==> src/rtl/io_pkg.sv <==
// io_pkg: shared state encoding and IO address map for the IO bus.
// Used by io_master, its bench and firmware-facing headers.
package io_pkg;

  localparam int unsigned IO_DW = 16;
  localparam int unsigned IO_AW = 13;
  localparam int unsigned IO_LW = 8;

  localparam int unsigned GPI_ADDR = 0;
  localparam int unsigned GPO_ADDR = 1;

  typedef enum logic [2:0] {
    S_IDLE,
    S_WR,
    S_RD_ADDR,
    S_RD_CAPT,
    S_RD_OUT
  } state_e;

endpackage

==> src/rtl/io_master_if.sv <==
// io_master_if: host command/data streams plus the IO bus pins.
// master = io_master view, slave = host/responder view.
interface io_master_if #(
  parameter int DW = 16,
  parameter int AW = 13,
  parameter int LW = 8
) ();

  logic          cmd_valid;
  logic          cmd_ready;
  logic          cmd_we;
  logic          cmd_inc;
  logic [AW-1:0] cmd_addr;
  logic [LW-1:0] cmd_len;

  logic          wd_valid;
  logic          wd_ready;
  logic [DW-1:0] wd_data;

  logic          rd_valid;
  logic          rd_ready;
  logic [DW-1:0] rd_data;
  logic          rd_last;

  logic          busy;

  logic [AW-1:0] bus_addr;
  logic          bus_we;
  logic [DW-1:0] bus_wdata;
  logic [DW-1:0] bus_rdata;

  modport master (
    input  cmd_valid, cmd_we, cmd_inc,
    input  cmd_addr, cmd_len,
    output cmd_ready,
    input  wd_valid, wd_data,
    output wd_ready,
    output rd_valid, rd_data, rd_last,
    input  rd_ready,
    output busy,
    output bus_addr, bus_we, bus_wdata,
    input  bus_rdata
  );

  modport slave (
    output cmd_valid, cmd_we, cmd_inc,
    output cmd_addr, cmd_len,
    input  cmd_ready,
    output wd_valid, wd_data,
    input  wd_ready,
    input  rd_valid, rd_data, rd_last,
    output rd_ready,
    input  busy,
    input  bus_addr, bus_we, bus_wdata,
    output bus_rdata
  );

endinterface

==> src/rtl/io_master_addr_gen.sv <==
// io_master_addr_gen: burst address, remaining-word count, last flag.
// Address wraps modulo 2^AW when incrementing.
module io_master_addr_gen #(
  parameter int AW = 13,
  parameter int LW = 8
) (
  input  logic          clk,
  input  logic          rst,
  input  logic          load,
  input  logic          adv,
  input  logic [AW-1:0] ld_addr,
  input  logic [LW-1:0] ld_len,
  input  logic          ld_inc,
  output logic [AW-1:0] addr,
  output logic          last
);

  logic [AW-1:0] addr_q, addr_d;
  logic [LW-1:0] cnt_q, cnt_d;
  logic          inc_q, inc_d;

  // load a new burst or step to the next word
  always_comb begin
    addr_d = addr_q;
    cnt_d  = cnt_q;
    inc_d  = inc_q;
    if (load) begin
      addr_d = ld_addr;
      cnt_d  = ld_len;
      inc_d  = ld_inc;
    end else if (adv) begin
      if (inc_q) addr_d = addr_q + AW'(1);
      cnt_d = cnt_q - LW'(1);
    end
  end

  // burst position registers
  always_ff @(posedge clk or negedge rst) begin
    if (!rst) begin
      addr_q <= '0;
      cnt_q  <= '0;
      inc_q  <= 1'b0;
    end else begin
      addr_q <= addr_d;
      cnt_q  <= cnt_d;
      inc_q  <= inc_d;
    end
  end

  assign addr = addr_q;
  assign last = (cnt_q == '0);

endmodule

==> src/rtl/io_master.sv <==
// io_master: burst initiator for the IO bus, hides 1-cycle read latency.
// Optional abort input enabled by `define IO_MASTER_ABORT_EN.
module io_master
  import io_pkg::*;
#(
  parameter int DW = 16,
  parameter int AW = 13,
  parameter int LW = 8
) (
  input  logic clk,
  input  logic rst,
`ifdef IO_MASTER_ABORT_EN
  input  logic abort,
`endif
  io_master_if.master io
);

  state_e        state_q, state_d;
  logic [DW-1:0] rd_data_q, rd_data_d;
  logic          rd_valid_q, rd_valid_d;
  logic          rd_last_q, rd_last_d;
  logic          ld, adv, last, ab;
  logic [AW-1:0] addr;

`ifdef IO_MASTER_ABORT_EN
  assign ab = abort;
`else
  assign ab = 1'b0;
`endif

  io_master_addr_gen #(
    .AW (AW),
    .LW (LW)
  ) u_addr_gen (
    .clk     (clk),
    .rst     (rst),
    .load    (ld),
    .adv     (adv),
    .ld_addr (io.cmd_addr),
    .ld_len  (io.cmd_len),
    .ld_inc  (io.cmd_inc),
    .addr    (addr),
    .last    (last)
  );

  // next state, bus strobes and read-word staging
  always_comb begin
    state_d      = state_q;
    rd_data_d    = rd_data_q;
    rd_valid_d   = rd_valid_q;
    rd_last_d    = rd_last_q;
    ld           = 1'b0;
    adv          = 1'b0;
    io.cmd_ready = 1'b0;
    io.wd_ready  = 1'b0;
    io.bus_we    = 1'b0;
    io.bus_wdata = '0;
    unique case (state_q)
      S_IDLE: begin
        io.cmd_ready = 1'b1;
        if (io.cmd_valid) begin
          ld      = 1'b1;
          state_d = io.cmd_we ? S_WR : S_RD_ADDR;
        end
      end
      S_WR: begin
        io.wd_ready  = 1'b1;
        io.bus_we    = io.wd_valid;
        io.bus_wdata = io.wd_data;
        if (io.wd_valid) begin
          if (last) state_d = S_IDLE;
          else      adv     = 1'b1;
        end
        if (ab) state_d = S_IDLE;
      end
      S_RD_ADDR: begin
        state_d = ab ? S_IDLE : S_RD_CAPT;
      end
      S_RD_CAPT: begin
        rd_data_d  = io.bus_rdata;
        rd_valid_d = 1'b1;
        rd_last_d  = last | ab;
        state_d    = S_RD_OUT;
      end
      S_RD_OUT: begin
        if (io.rd_ready) begin
          rd_valid_d = 1'b0;
          rd_last_d  = 1'b0;
          if (rd_last_q | ab) begin
            state_d = S_IDLE;
          end else begin
            adv     = 1'b1;
            state_d = S_RD_ADDR;
          end
        end
      end
      default: state_d = S_IDLE;
    endcase
  end

  // state and read output registers
  always_ff @(posedge clk or negedge rst) begin
    if (!rst) begin
      state_q    <= S_IDLE;
      rd_data_q  <= '0;
      rd_valid_q <= 1'b0;
      rd_last_q  <= 1'b0;
    end else begin
      state_q    <= state_d;
      rd_data_q  <= rd_data_d;
      rd_valid_q <= rd_valid_d;
      rd_last_q  <= rd_last_d;
    end
  end

  assign io.bus_addr = addr;
  assign io.rd_data  = rd_data_q;
  assign io.rd_valid = rd_valid_q;
  assign io.rd_last  = rd_last_q | (ab & (state_q == S_RD_OUT));
  assign io.busy     = (state_q != S_IDLE);

endmodule

==> src/flat_wrapper.sv <==
// flat-port wrapper written by rule: the top's interface ports become plain ports
module io_master_flat import io_pkg::*;
#(
  parameter int DW = 16,
  parameter int AW = 13,
  parameter int LW = 8
)
  (clk, rst, io_cmd_valid, io_cmd_we, io_cmd_inc, io_cmd_addr, io_cmd_len, io_cmd_ready, io_wd_valid, io_wd_data, io_wd_ready, io_rd_valid, io_rd_data, io_rd_last, io_rd_ready, io_busy, io_bus_addr, io_bus_we, io_bus_wdata, io_bus_rdata);
  io_master_if #(.DW(DW), .AW(AW), .LW(LW)) io_i ();
  input  logic clk;
  input  logic rst;
  input wire logic [$bits(io_i.cmd_valid)-1:0] io_cmd_valid;
  input wire logic [$bits(io_i.cmd_we)-1:0] io_cmd_we;
  input wire logic [$bits(io_i.cmd_inc)-1:0] io_cmd_inc;
  input wire logic [$bits(io_i.cmd_addr)-1:0] io_cmd_addr;
  input wire logic [$bits(io_i.cmd_len)-1:0] io_cmd_len;
  output wire logic [$bits(io_i.cmd_ready)-1:0] io_cmd_ready;
  input wire logic [$bits(io_i.wd_valid)-1:0] io_wd_valid;
  input wire logic [$bits(io_i.wd_data)-1:0] io_wd_data;
  output wire logic [$bits(io_i.wd_ready)-1:0] io_wd_ready;
  output wire logic [$bits(io_i.rd_valid)-1:0] io_rd_valid;
  output wire logic [$bits(io_i.rd_data)-1:0] io_rd_data;
  output wire logic [$bits(io_i.rd_last)-1:0] io_rd_last;
  input wire logic [$bits(io_i.rd_ready)-1:0] io_rd_ready;
  output wire logic [$bits(io_i.busy)-1:0] io_busy;
  output wire logic [$bits(io_i.bus_addr)-1:0] io_bus_addr;
  output wire logic [$bits(io_i.bus_we)-1:0] io_bus_we;
  output wire logic [$bits(io_i.bus_wdata)-1:0] io_bus_wdata;
  input wire logic [$bits(io_i.bus_rdata)-1:0] io_bus_rdata;
  assign io_i.cmd_valid = io_cmd_valid;
  assign io_i.cmd_we = io_cmd_we;
  assign io_i.cmd_inc = io_cmd_inc;
  assign io_i.cmd_addr = io_cmd_addr;
  assign io_i.cmd_len = io_cmd_len;
  assign io_cmd_ready = io_i.cmd_ready;
  assign io_i.wd_valid = io_wd_valid;
  assign io_i.wd_data = io_wd_data;
  assign io_wd_ready = io_i.wd_ready;
  assign io_rd_valid = io_i.rd_valid;
  assign io_rd_data = io_i.rd_data;
  assign io_rd_last = io_i.rd_last;
  assign io_i.rd_ready = io_rd_ready;
  assign io_busy = io_i.busy;
  assign io_bus_addr = io_i.bus_addr;
  assign io_bus_we = io_i.bus_we;
  assign io_bus_wdata = io_i.bus_wdata;
  assign io_i.bus_rdata = io_bus_rdata;
  io_master #(.DW(DW), .AW(AW), .LW(LW)) u_core (.clk(clk), .rst(rst), .io(io_i));
endmodule
==> config.mk <==
export PLATFORM = sky130hd
export DESIGN_NAME = io_master_flat
export DESIGN_NICKNAME = d
export VERILOG_FILES = /design/src/rtl/io_pkg.sv /design/src/rtl/io_master_if.sv /design/src/rtl/io_master_addr_gen.sv /design/src/rtl/io_master.sv /design/src/flat_wrapper.sv
export SDC_FILE = /design/constraint.sdc
export NUM_CORES = 1
export LEC_CHECK = 0
export CORE_AREA = 4 4 84 86
export CTS_CLUSTER_DIAMETER = 50
export DETAILED_ROUTE_END_ITERATION = 6
export DIE_AREA = 0 0 88 90
export GPL_TIMING_DRIVEN = 0
export HOLD_SLACK_MARGIN = 0.06
export PLACE_DENSITY = 0.75
export SLEW_MARGIN = 15
export SYNTH_ARGS = -nofsm -noshare
export SYNTH_HDL_FRONTEND = slang
export SYNTH_SLANG_ARGS = --single-unit
export TNS_END_PERCENT = 30
==> constraint.sdc <==
create_clock -name clk -period 1.72 [get_ports clk]
set_clock_uncertainty 0.05 [all_clocks]
set_input_delay 0.172 -clock clk [delete_from_list [all_inputs] [get_ports clk]]
set_output_delay 0.172 -clock clk [all_outputs]
set_load 0.05 [all_outputs]
==> metrics.log, run 1 <==
INFO  metric synth.distinct_cells = 37
INFO  metric fp.dieH = 90 um
INFO  metric die_area = 0.00792 mm2
INFO  metric post_synthesis_instance_area = 0.00227 mm2
INFO  metric core.rowCount = 29
INFO  metric tritoncts = built
INFO  metric routedWlPerCell = around 15 um
INFO  metric maximum_number_of_pins_on_one_net_before_global_route_repair = 27
INFO  metric drt_pass1_iterations = 4
INFO  metric number_of_antenna_violations_at_the_first_check_in_global_routing = 0
INFO  metric critPathArrivalTime = about 2.2 ns
INFO  metric static-leakage-power = between 0.0015 and 0.002 uW
INFO  metric critPathSlowestCell = sky130_fd_sc_hd__or3b_4
INFO  metric total_inserted_antenna_cells = 0
INFO  metric layout-area-overhead-vs-synth = 75.5%
INFO  metric slowest_cell_delay_on_critical_path = about 0.42 ns
INFO  metric io-pin-count = about 110
INFO  metric totalWireLength = slightly below 7000 um
INFO  metric place.port_buffers = 110
INFO  metric detailroute.via_count = 2190
INFO  metric cts_root_buffer = sky130_fd_sc_hd__clkbuf_8
INFO  metric design.final.nets = 429
INFO  metric timing_max_transition_violations_final = 0
INFO  metric synth.cells.most_frequent = 43 x sky130_fd_sc_hd__dfrtp_1, 32 x sky130_fd_sc_hd__nor2_1, 24 x sky130_fd_sc_hd__a21oi_1
INFO  metric synth_top_flop_cell = sky130_fd_sc_hd__dfrtp_1
INFO  metric synth_area_per_cell = between 10 and 15 um2
INFO  metric synth_xor_area_share = 4.63%
INFO  metric tightestPinTransition = about 0.52 ns
INFO  metric drv_cap = 0
INFO  metric synth_top_area_share = 47.4%
INFO  metric yosys-mux-area-fraction = a little under a tenth
INFO  metric via_per_inst = about 4.9
INFO  metric critical_path.endpoint_type = register
INFO  metric power = between 8000 and 9000 uW
INFO  metric clock.fmax = 484 MHz
INFO  metric final-setup-viol-count = 39
INFO  metric critical_path.cell_chain = buf_6 -> or3b_4 -> nor2_8 -> o2111ai_4 -> or3_1 -> a31oi_1
INFO  metric crit_buf_inv = 1
INFO  metric synth_async_sr_flop_share = 100%
INFO  metric worst_setup_hold_path_clk_slew = ~0.080 ns
INFO  metric min_period = 2.06 ns
INFO  metric post_synthesis_simple_gate_area_fraction = a little under a fifth
INFO  metric final_hold_viol_count = 0
INFO  metric critical_path_class = register to register
INFO  metric first_global_vias = about 2200
INFO  metric critical_path_required = about 1.9 ns
INFO  metric synth_largest_area_cell = sky130_fd_sc_hd__dfrtp_1
INFO  metric number_of_cts_inserted_buffers = 5
INFO  metric preCtsSetupSlack = -1.03 ns
INFO  metric maxSlewHeadroom = 65.3%
INFO  metric power-per-cell-area = ~2100 mW/mm2
INFO  metric postSynthNetCount = between 200 and 300
INFO  metric core_region_area = around 0.0063 mm2
INFO  metric grtUsageTotal = ~16%
INFO  metric share_of_final_layout_standard_cells_stronger_than_drive_strength_1 = roughly 30%
INFO  metric placed_cell_area = 0.00352 mm2
INFO  metric ctsLongestPathBuffers = 2
INFO  metric routabilityCongestion = a little under 0.8
INFO  metric remaining_drc_errors = 0
INFO  metric cts.sink_count = 43
INFO  metric setup_slack = -0.344 ns
INFO  metric critical_path.top_delay_family = simple AND/OR/NAND/NOR gates
INFO  metric worst_ir_drop_vdd = approximately 1300 uV
INFO  metric yosysSeqAreaShare = a little under half
INFO  metric grt_first_pass_wirelength = 10300 um
INFO  metric min_period_over_period = 120%
INFO  metric antenna_violating_nets_post_route = 0
INFO  metric synth.top_cells.by_area = sky130_fd_sc_hd__dfrtp_1 47%, sky130_fd_sc_hd__mux2_2 8.4%, sky130_fd_sc_hd__a21oi_1 5.3%, sky130_fd_sc_hd__nor2_1 5.3%, sky130_fd_sc_hd__and2_1 5.0%
INFO  metric die_w = a little under 90 um
INFO  metric rsz_0062_raised_after_global_routing = true
INFO  metric htree_num_levels = 2
INFO  metric status = finished, violations left
INFO  metric critPathLaunchType = register
INFO  metric syn_inst = roughly 220
INFO  metric initialDrtViolationCount = roughly 40
INFO  metric postSynthRegisterBits = 43
INFO  metric violations = negative setup slack
INFO  metric finalSetupTns = -4.71 ns
INFO  metric synth_most_common_cell = sky130_fd_sc_hd__dfrtp_1
INFO  metric clkLatencyLatePin = around 0.30 ns
INFO  metric worst_hold_path_type = primary input to async pin
INFO  metric edff_count_synth = 0
INFO  metric placed_cell_count = slightly above 400
INFO  metric synth-adder-area-share = under 10%
INFO  metric initial_utilization = a little over a third
INFO  metric final_design_area_no_fill = between 0.003 and 0.004 mm2
INFO  metric largest_family_of_logic_cells_by_synthesized_area = simple AND/OR/NAND/NOR gates
INFO  metric dp.final_hpwl = about 4800 um
INFO  metric critical_path_peak_fanout = 7
INFO  metric yosys_warnings = 0
INFO  metric synth_compound_area_share = roughly 15%
INFO  metric finish.cell_count_without_fillers = approximately 440
INFO  metric grt_remaining_overflow = 0
-- metrics by stage --
| step | hold WS [ns] | util, % |
|---|---|---|
| 3_5_place_dp | 0.0826 | 56.1 |
| 4_1_cts | 0.295 | 60.2 |
| 5_1_grt | 0.326 | 63.5 |
| 6_report | 0.287 | 63.5 |
| 3_3_place_gp | 0.437 | 55.8 |
| 2_1_floorplan | -0.174 | - |
-- kinds of logic after synthesis --
| family | after synthesis |
|---|---|
| flip-flops | 43 |
| multiplexers | 19 |
| AO/OA/AOI/OAI | 54 |
| adder cells (fa/ha/maj) | 3 |
| XOR/XNOR | 12 |
| buffers and inverters | 17 |
| AND/OR/NAND/NOR | 76 |
-- metal layers --
| layer | wire length (um) | global-route usage, % | part of all wire (%) | up-vias |
|---|---|---|---|---|
| met5 | 0 | 0 | 0 | - |
| met4 | 102 | 4.86 | 1.5 | 0 |
| met2 | 3580 | 28.9 | 52 | 88 |
| met1 | 2550 | 18.5 | 37 | 1024 |
| li1 | - | - | - | 1069 |
| met3 | 627 | 5.21 | 9.2 | 9 |
-- layout by cell type, fill, tap and decap left out, drive strengths merged, types with 2 or more instances in the layout --
cell            n
mux2           18
or3             5
nor3            2
inv             6
nand2           6
and2           18
o211ai          6
and3            3
clkbuf         13
xor2           11
dlymetal6s2s   10
a21oi          24
o21ai          10
nor2           33
nand3           2
clkdlybuf4s50  64
dfrtp          43
buf            48
o2111ai         4
a31oi           6
ha              3
dlygate4sd2    15
-- where the power goes --
part	total [uW]	switching [uW]	internal (uW)
sequential	1980	453	1530
clock	773	347	426
combinational	5730	3460	2270
-- path summary, 6_finish.rpt --
path	startpoint	endpoint	slack [ns]	cells after the start
worst max-delay path	u_core.state_q[0]$_DFFE_PN0P_	u_core.u_addr_gen.addr[8]$_DFFE_PN0P_	-0.34	6
worst min-delay path	rst	u_core.u_addr_gen.inc_q$_DFFE_PN0P_	0.29	2
worst max register to register	u_core.state_q[0]$_DFFE_PN0P_	u_core.u_addr_gen.addr[8]$_DFFE_PN0P_	-0.34	6
worst min register to register	u_core.io.rd_data[7]$_DFFE_PN0P_	u_core.io.rd_data[7]$_DFFE_PN0P_	0.45	1
max in group asynchronous	rst	u_core.io.rd_valid$_DFFE_PN0P_	0.85	3
min in group clk	io_cmd_len[6]	u_core.u_addr_gen.cnt_q[6]$_DFFE_PN0P_	0.39	3
-- area by class of cell --
cell class | count | area (um2)
Sequential cell | 43 | 1080
Clock inverter | 1 | 30.0
Clock buffer | 6 | 72.6
Timing Repair Buffer | 135 | 1360
Inverter | 6 | 22.5
Multi-Input combinational cell | 164 | 1230
Buffer | 11 | 95.1
Fill cell | 526 | 2290
Tap cell | 77 | 96.3
-- registers in the layout, indices dropped and copies added, names as in the netlist --
name / cells
u_core.state_q: 3
u_core.u_addr_gen.addr: 13
u_core.io.rd_data: 16
u_core.io.rd_valid: 1
u_core.io.rd_last: 1
u_core.u_addr_gen.inc_q: 1
u_core.u_addr_gen.cnt_q: 8
-- what timing repair did --
item | in CTS | in global routing
setup buffers | 9 | 12
gates cloned | 0 | 2
setup endpoints to repair | 75 | 50
endpoints found under the hold margin | 17 | 0
pin swaps | 14 | 21
hold buffers | 1 | 0
gates resized for setup | 173 | 31
(Power assumes the default switching activity.)
==> run 2, diff against run 1 <==
--- a/config.mk
+++ b/config.mk
@@ -5,10 +5,10 @@
 export SDC_FILE = /design/constraint.sdc
 export NUM_CORES = 1
 export LEC_CHECK = 0
-export CORE_AREA = 4 4 84 86
+export CORE_AREA = 4 4 93 78
 export CTS_CLUSTER_DIAMETER = 50
 export DETAILED_ROUTE_END_ITERATION = 6
-export DIE_AREA = 0 0 88 90
+export DIE_AREA = 0 0 97 82
 export GPL_TIMING_DRIVEN = 0
 export HOLD_SLACK_MARGIN = 0.06
 export PLACE_DENSITY = 0.75
@@ -16,4 +16,4 @@
 export SYNTH_ARGS = -nofsm -noshare
 export SYNTH_HDL_FRONTEND = slang
 export SYNTH_SLANG_ARGS = --single-unit
-export TNS_END_PERCENT = 30
+export TNS_END_PERCENT = 100
==> constraint.sdc (replaced) <==
create_clock -name clk -period 1.8 [get_ports clk]
set_clock_uncertainty 0.05 [all_clocks]
set_input_delay 0.18 -clock clk [delete_from_list [all_inputs] [get_ports clk]]
set_output_delay 0.18 -clock clk [all_outputs]
set_load 0.05 [all_outputs]
==> metrics.log, run 2 (synthesis results as in run 1) <==
INFO  metric timing.reg2reg.setup_slack = -0.17 ns
INFO  metric slowest_cell_delay_on_critical_path = approximately 0.4 ns
INFO  metric power-per-cell-area = about 2000 mW/mm2
INFO  metric routedWlPerCell = about 15 um
INFO  metric worst_setup_hold_path_clk_slew = about 0.080 ns
INFO  metric ctsLongestPathBuffers = 2
INFO  metric largest_register_ff_count = 16
INFO  metric critical_path.endpoint_type = register
INFO  metric most_frequent_standard_cell_in_the_layout_excluding_fill_and_tap_cells = sky130_fd_sc_hd__clkdlybuf4s50_1
INFO  metric die_area = 0.00795 mm2
INFO  metric dp.final_hpwl = 4940 um
INFO  metric finalSetupTns = -2.01 ns
INFO  metric place.port_buffers = 110
INFO  metric total_inserted_antenna_cells = 0
INFO  metric final_hold_viol_count = 0
INFO  metric rsz_0062_raised_after_global_routing = true
INFO  metric core.rowCount = 26
INFO  metric io-pin-count = approximately 110
INFO  metric critical_path_peak_fanout = 7
INFO  metric timing_max_transition_violations_final = 0
INFO  metric r2r-start = u_core.state_q[0]$_DFFE_PN0P_
INFO  metric fp.dieH = about 80 um
INFO  metric tightestPinTransition = around 0.53 ns
INFO  metric remaining_drc_errors = 0
INFO  metric violations = negative setup slack
INFO  metric tritoncts = built
INFO  metric final-setup-viol-count = 28
INFO  metric grt_util_met1 = between 20% and 30%
INFO  metric grt_first_pass_wirelength = between 10000 and 15000 um
INFO  metric number_of_antenna_violations_at_the_first_check_in_global_routing = 0
INFO  metric grt_remaining_overflow = 0
INFO  metric clock.fmax = 508 MHz
INFO  metric worstReg2RegEnd = u_core.u_addr_gen.addr[10]$_DFFE_PN0P_
INFO  metric setup_slack = -0.169 ns
INFO  metric worstRegToRegCells = 6
INFO  metric share_of_final_layout_standard_cells_stronger_than_drive_strength_1 = about 29%
INFO  metric antenna_violating_nets_post_route = 0
INFO  metric drt_pass1_iterations = 4
INFO  metric cts.sink_count = 43
INFO  metric grtUsageTotal = approximately 17%
INFO  metric critPathArrivalTime = 2.13 ns
INFO  metric status = finished, violations left
INFO  metric critical_path_class = register to register
INFO  metric finish.cell_count_without_fillers = 449
INFO  metric critical_path.cell_chain = buf_6 -> or3b_4 -> nor2_8 -> o2111ai_4 -> or3_1 -> a31oi_1
INFO  metric maximum_number_of_pins_on_one_net_before_global_route_repair = 31
INFO  metric first_global_vias = around 2300
INFO  metric design.final.nets = around 430
INFO  metric core_region_area = around 0.0063 mm2
INFO  metric worst_ir_drop_vdd = roughly 870 uV
INFO  metric drv_cap = 0
INFO  metric static-leakage-power = approximately 0.0017 uW
INFO  metric layout-area-overhead-vs-synth = 74.9%
INFO  metric worst_hold_path_type = primary input to async pin
INFO  metric grt.busiest_layer = met2
INFO  metric layout.cells.most_common_list = 79 x sky130_fd_sc_hd__clkdlybuf4s50_1, 42 x sky130_fd_sc_hd__dfrtp_1, 32 x sky130_fd_sc_hd__nor2_1
INFO  metric via_per_inst = approximately 4.8
INFO  metric min_period_over_period = 109%
INFO  metric critical_path_required = between 1.5 and 2 ns
INFO  metric globalRouteMet2Util = 31.1%
INFO  metric placed_cell_count = around 420
INFO  metric critPathLaunchType = register
INFO  metric clkLatencyLatePin = ~0.30 ns
INFO  metric initialDrtViolationCount = 76
INFO  metric number_of_cts_inserted_buffers = 5
INFO  metric cts_root_buffer = sky130_fd_sc_hd__clkbuf_8
INFO  metric maxSlewHeadroom = about two thirds
INFO  metric die_w = between 90 and 100 um
INFO  metric htree_num_levels = 2
INFO  metric critPathSlowestCell = sky130_fd_sc_hd__dfrtp_1
INFO  metric grtUsageMet3 = 4.24%
INFO  metric min_period = approximately 2.0 ns
INFO  metric totalWireLength = ~6700 um
INFO  metric routabilityCongestion = 0.843
INFO  metric initial_utilization = 36.2%
INFO  metric detailroute.via_count = approximately 2200
==> run 2: cell types whose count changed in the layout (fill, tap and decap cells not counted), moves of 2 or more <==
cell                              previous run  this run
sky130_fd_sc_hd__and2_1                      2         4
sky130_fd_sc_hd__and2_4                      7         5
sky130_fd_sc_hd__clkdlybuf4s50_1            64        79
sky130_fd_sc_hd__dlygate4sd2_1              15         3
sky130_fd_sc_hd__dlymetal6s2s_1             10         7
==> run 2: worst max-delay path by stage <==
stage,start,slack (ns),depth (start not counted),to
after floorplan,u_core.state_q[2]$_DFFE_PN0P_,-0.19,6,u_core.u_addr_gen.addr[8]$_DFFE_PN0P_
after global placement,u_core.state_q[1]$_DFFE_PN0P_,-0.89,5,io_bus_wdata[14]
after detailed placement,u_core.state_q[1]$_DFFE_PN0P_,-0.94,5,io_bus_wdata[14]
after CTS,u_core.state_q[2]$_DFFE_PN0P_,-0.17,6,u_core.u_addr_gen.addr[10]$_DFFE_PN0P_
after global routing,u_core.state_q[0]$_DFFE_PN0P_,-0.27,6,u_core.u_addr_gen.addr[10]$_DFFE_PN0P_
final,u_core.state_q[0]$_DFFE_PN0P_,-0.17,6,u_core.u_addr_gen.addr[10]$_DFFE_PN0P_
==> run 2: where the power goes <==
group | internal [uW] | switching, uW
Clock | 449 | 333
Sequential | 1460 | 450
Combinational | 2180 | 3260
Total | 4090 | 4040
==> run 2: per-layer routing <==
| layer | vias to the layer above | routed length, um |
|---|---|---|
| met5 | - | 0 |
| met4 | 0 | 82 |
| met3 | 7 | 405 |
| met2 | 70 | 3450 |
| met1 | 1032 | 2770 |
| li1 | 1063 | - |
==> run 2: final cells by class <==
cell class / instances / area, um2
fill: 506 / 2310
buffer: 9 / 70.1
clock buffer: 6 / 82.6
sequential: 43 / 1080
tap: 84 / 105
timing repair buffer: 135 / 1370
multi-input combinational: 164 / 1210
clock inverter: 2 / 35.0
inverter: 6 / 22.5
==> run 2: metrics by stage <==
stage | total power, uW | setup slack (ns) | hold slack (ns) | util [%] | cell area [um2]
floorplan | 5210 | -0.186 | -0.166 | - | 2310
global placement | 6730 | -0.892 | 0.436 | 55.9 | 3510
detailed placement | 6840 | -0.945 | 0.0534 | 56.2 | 3530
CTS | 8070 | -0.168 | 0.257 | 62.0 | 3890
global route | 8610 | -0.269 | 0.288 | 63.3 | 3970
finish | 8130 | -0.169 | 0.261 | 63.3 | 3970
==> run 2: repair_timing <==
item	CTS	global route
pin swaps	15	22
gates resized for setup	161	23
hold buffers	1	0
setup buffers	15	7
cloned	1	0
setup endpoints to repair	52	48
endpoints found under the hold margin	43	0
==> run 2: critical path: cells and delay by family (launching register included) <==
| family | cells | cell delay, ns |
|---|---|---|
| AOI/OAI and AO/OA | 2 | 0.36 |
| and+or+nand+nor | 3 | 0.93 |
| buffers and inverters | 1 | 0.13 |
| DFF | 1 | 0.40 |
==> run 3, diff against run 2 <==
--- a/config.mk
+++ b/config.mk
@@ -5,11 +5,11 @@
 export SDC_FILE = /design/constraint.sdc
 export NUM_CORES = 1
 export LEC_CHECK = 0
+export ABC_CLOCK_PERIOD_IN_PS = 1800
 export CORE_AREA = 4 4 93 78
 export CTS_CLUSTER_DIAMETER = 50
 export DETAILED_ROUTE_END_ITERATION = 6
 export DIE_AREA = 0 0 97 82
-export GPL_TIMING_DRIVEN = 0
 export HOLD_SLACK_MARGIN = 0.06
 export PLACE_DENSITY = 0.75
 export SLEW_MARGIN = 15
==> metrics.log, run 3 (synthesis results as in run 1) <==
INFO  metric total_inserted_antenna_cells = 0
INFO  metric regArea = 0.00108 mm2
INFO  metric number_of_antenna_violations_at_the_first_check_in_global_routing = 0
INFO  metric min_period_over_period = 102%
INFO  metric power.net_switching = a little over 4000 uW
INFO  metric ctsLongestPathBuffers = 2
INFO  metric timing.reg2reg.setup_slack = -0.04 ns
INFO  metric totalWireLength = roughly 6600 um
INFO  metric clkLatencyLatePin = 0.28 ns
INFO  metric final-setup-viol-count = 10
INFO  metric critical_path.cell_chain = inv_2 -> ha_4 -> nor4b_4 -> a21boi_4 -> nor2_1 -> mux2_1 -> a21oi_1
INFO  metric core_region_area = approximately 0.0063 mm2
INFO  metric core.rowCount = 26
INFO  metric finalSetupTns = -0.145 ns
INFO  metric critical_path.endpoint_type = register
INFO  metric setup_slack = -0.0414 ns
INFO  metric final_hold_viol_count = 0
INFO  metric first_global_vias = between 2000 and 2500
INFO  metric critPathArrivalTime = between 2 and 2.5 ns
INFO  metric critPathLaunchType = register
INFO  metric grt_remaining_overflow = 0
INFO  metric finish.cell_count_without_fillers = between 400 and 500
INFO  metric placed_cell_count = about 430
INFO  metric status = finished, violations left
INFO  metric maximum_number_of_pins_on_one_net_before_global_route_repair = 25
INFO  metric share_of_final_layout_standard_cells_stronger_than_drive_strength_1 = 28.4%
INFO  metric cts_root_buffer = sky130_fd_sc_hd__clkbuf_8
INFO  metric worst_setup_hold_path_clk_slew = roughly 0.08 ns
INFO  metric number_of_cts_inserted_buffers = 5
INFO  metric tightestPinTransition = ~0.53 ns
INFO  metric critical_path_peak_fanout = 6
INFO  metric routabilityCongestion = about 0.78
INFO  metric fp.dieH = ~82 um
INFO  metric worst_ir_drop_vdd = 801 uV
INFO  metric clock.fmax = between 500 and 600 MHz
INFO  metric htree_num_levels = 2
INFO  metric min_period = 1.84 ns
INFO  metric p_sw_share = 49.3%
INFO  metric multiInputGateArea = 0.00118 mm2
INFO  metric power-per-cell-area = 2060 mW/mm2
INFO  metric timing_max_transition_violations_final = 0
INFO  metric dp.final_hpwl = ~5300 um
INFO  metric design.final.nets = 419
INFO  metric fillers = around 520
INFO  metric detailroute.via_count = between 2000 and 2500
INFO  metric violations = negative setup slack
INFO  metric tritoncts = built
INFO  metric die_w = between 90 and 100 um
INFO  metric internal_power = a little over 4000 uW
INFO  metric routedWlPerCell = about 15 um
INFO  metric cts.sink_count = between 40 and 50
INFO  metric drv_cap = 0
INFO  metric clock_group_share_of_total_power = between 7 and 8%
INFO  metric antenna_violating_nets_post_route = 0
INFO  metric maxSlewHeadroom = around two thirds
INFO  metric rsz_0062_raised_after_global_routing = true
INFO  metric die_area = 0.00795 mm2
INFO  metric layout.cells.most_common_list = 79 x sky130_fd_sc_hd__clkdlybuf4s50_1, 43 x sky130_fd_sc_hd__dfrtp_1, 32 x sky130_fd_sc_hd__nor2_1
INFO  metric remaining_drc_errors = 0
INFO  metric worst_hold_path_type = primary input to async pin
INFO  metric via_per_inst = slightly below 5
INFO  metric grt_first_pass_wirelength = ~10000 um
INFO  metric critPathSlowestCell = sky130_fd_sc_hd__dfrtp_1
INFO  metric pwr-share-seq = 23.1%
INFO  metric grtUsageTotal = 15.7%
INFO  metric share_comb_of_total_power = between 60% and 70%
INFO  metric slowest_cell_delay_on_critical_path = about 0.40 ns
INFO  metric initialDrtViolationCount = 39
INFO  metric most_frequent_standard_cell_in_the_layout_excluding_fill_and_tap_cells = sky130_fd_sc_hd__clkdlybuf4s50_1
INFO  metric initial_utilization = about 36%
INFO  metric layout-area-overhead-vs-synth = 74.4%
INFO  metric drt_pass1_iterations = 4
INFO  metric critical_path_required = ~2 ns
INFO  metric critical_path_class = register to register
INFO  metric io-pin-count = around 110
INFO  metric static-leakage-power = 0.00166 uW
INFO  metric place.port_buffers = 110
INFO  metric largest_register_ff_count = 16
run 3: changes by cell type in the layout (fill, tap and decap cells not counted), sizes merged:
cell          previous run  this run
buf                     45        54
clkbuf                  15         6
dlymetal6s2s             7         2
dlygate4sd2              3         0
bufinv                   1         0
run 3: metrics by stage:
step | hold WS (ns) | setup WS, ns | total power, uW | util [%] | cell area, um2
floorplan | -0.166 | -0.186 | 5210 | - | 2310
global placement | 0.120 | -0.130 | 7330 | 60.6 | 3800
detailed placement | 0.128 | -0.204 | 7460 | 60.6 | 3800
CTS | 0.353 | -0.0690 | 8160 | 62.5 | 3920
global route | 0.393 | -0.157 | 8580 | 63.1 | 3960
finish | 0.350 | -0.0414 | 8160 | 63.1 | 3960
run 3: metal layers:
layer  vias up  part of all wire [%]  GRT usage (%)
li1       1044                     -              -
met1      1069                    44           19.7
met2        70                    51           28.7
met3         2                   5.0           3.23
met4         0                  0.23           2.81
met5         -                     0              0
run 3: path summary, 6_finish.rpt:
kind / endpoint / cells after the start / from
max: u_core.u_addr_gen.cnt_q[1]$_DFFE_PN0P_ / 7 / u_core.u_addr_gen.cnt_q[0]$_DFFE_PN0P_
min: u_core.u_addr_gen.addr[11]$_DFFE_PN0P_ / 2 / rst
max reg2reg: u_core.u_addr_gen.cnt_q[1]$_DFFE_PN0P_ / 7 / u_core.u_addr_gen.cnt_q[0]$_DFFE_PN0P_
min reg2reg: u_core.io.rd_data[12]$_DFFE_PN0P_ / 1 / u_core.io.rd_data[12]$_DFFE_PN0P_
max in group asynchronous: u_core.io.rd_data[6]$_DFFE_PN0P_ / 3 / rst
min in group clk: u_core.u_addr_gen.addr[9]$_DFFE_PN0P_ / 3 / io_cmd_addr[9]
run 3: area by class of cell:
cell class	instances	share of cell area, %
timing repair buffer	136	37.7
tap	84	2.65
inverter	6	0.569
clock inverter	1	0.126
multi-input combinational	164	29.7
clock buffer	6	2.09
sequential	43	27.2
run 3: worst max-delay path, delay by kind of cell (launching register included):
kind / cells / cell delay (ns)
adder cells (fa/ha/maj): 1 / 0.13
multiplexers: 1 / 0.35
buffers and inverters: 1 / 0.09
flip-flops: 1 / 0.40
AND/OR/NAND/NOR: 2 / 0.48
AO/OA/AOI/OAI: 2 / 0.28
run 3: repair_timing:
action | 4_1_cts | 5_1_grt
resized for setup | 7 | 9
setup buffers | 1 | 1
endpoints found under the setup margin | 20 | 22
hold buffers | 1 | 0
endpoints found under the hold margin | 19 | 0
pin swaps | 6 | 8
gates cloned | 0 | 1
run 3: power by group through the flow:
| stage | clock network, uW | logic (uW) | registers (uW) |
|---|---|---|---|
| 4_1_cts | 638 | 5650 | 1880 |
| 5_1_grt | 668 | 5980 | 1940 |
| 6_report | 609 | 5670 | 1880 |
| 2_1_floorplan | 0 | 2160 | 3040 |
| 3_3_place_gp | 0 | 5480 | 1850 |
| 3_5_place_dp | 0 | 5590 | 1870 |
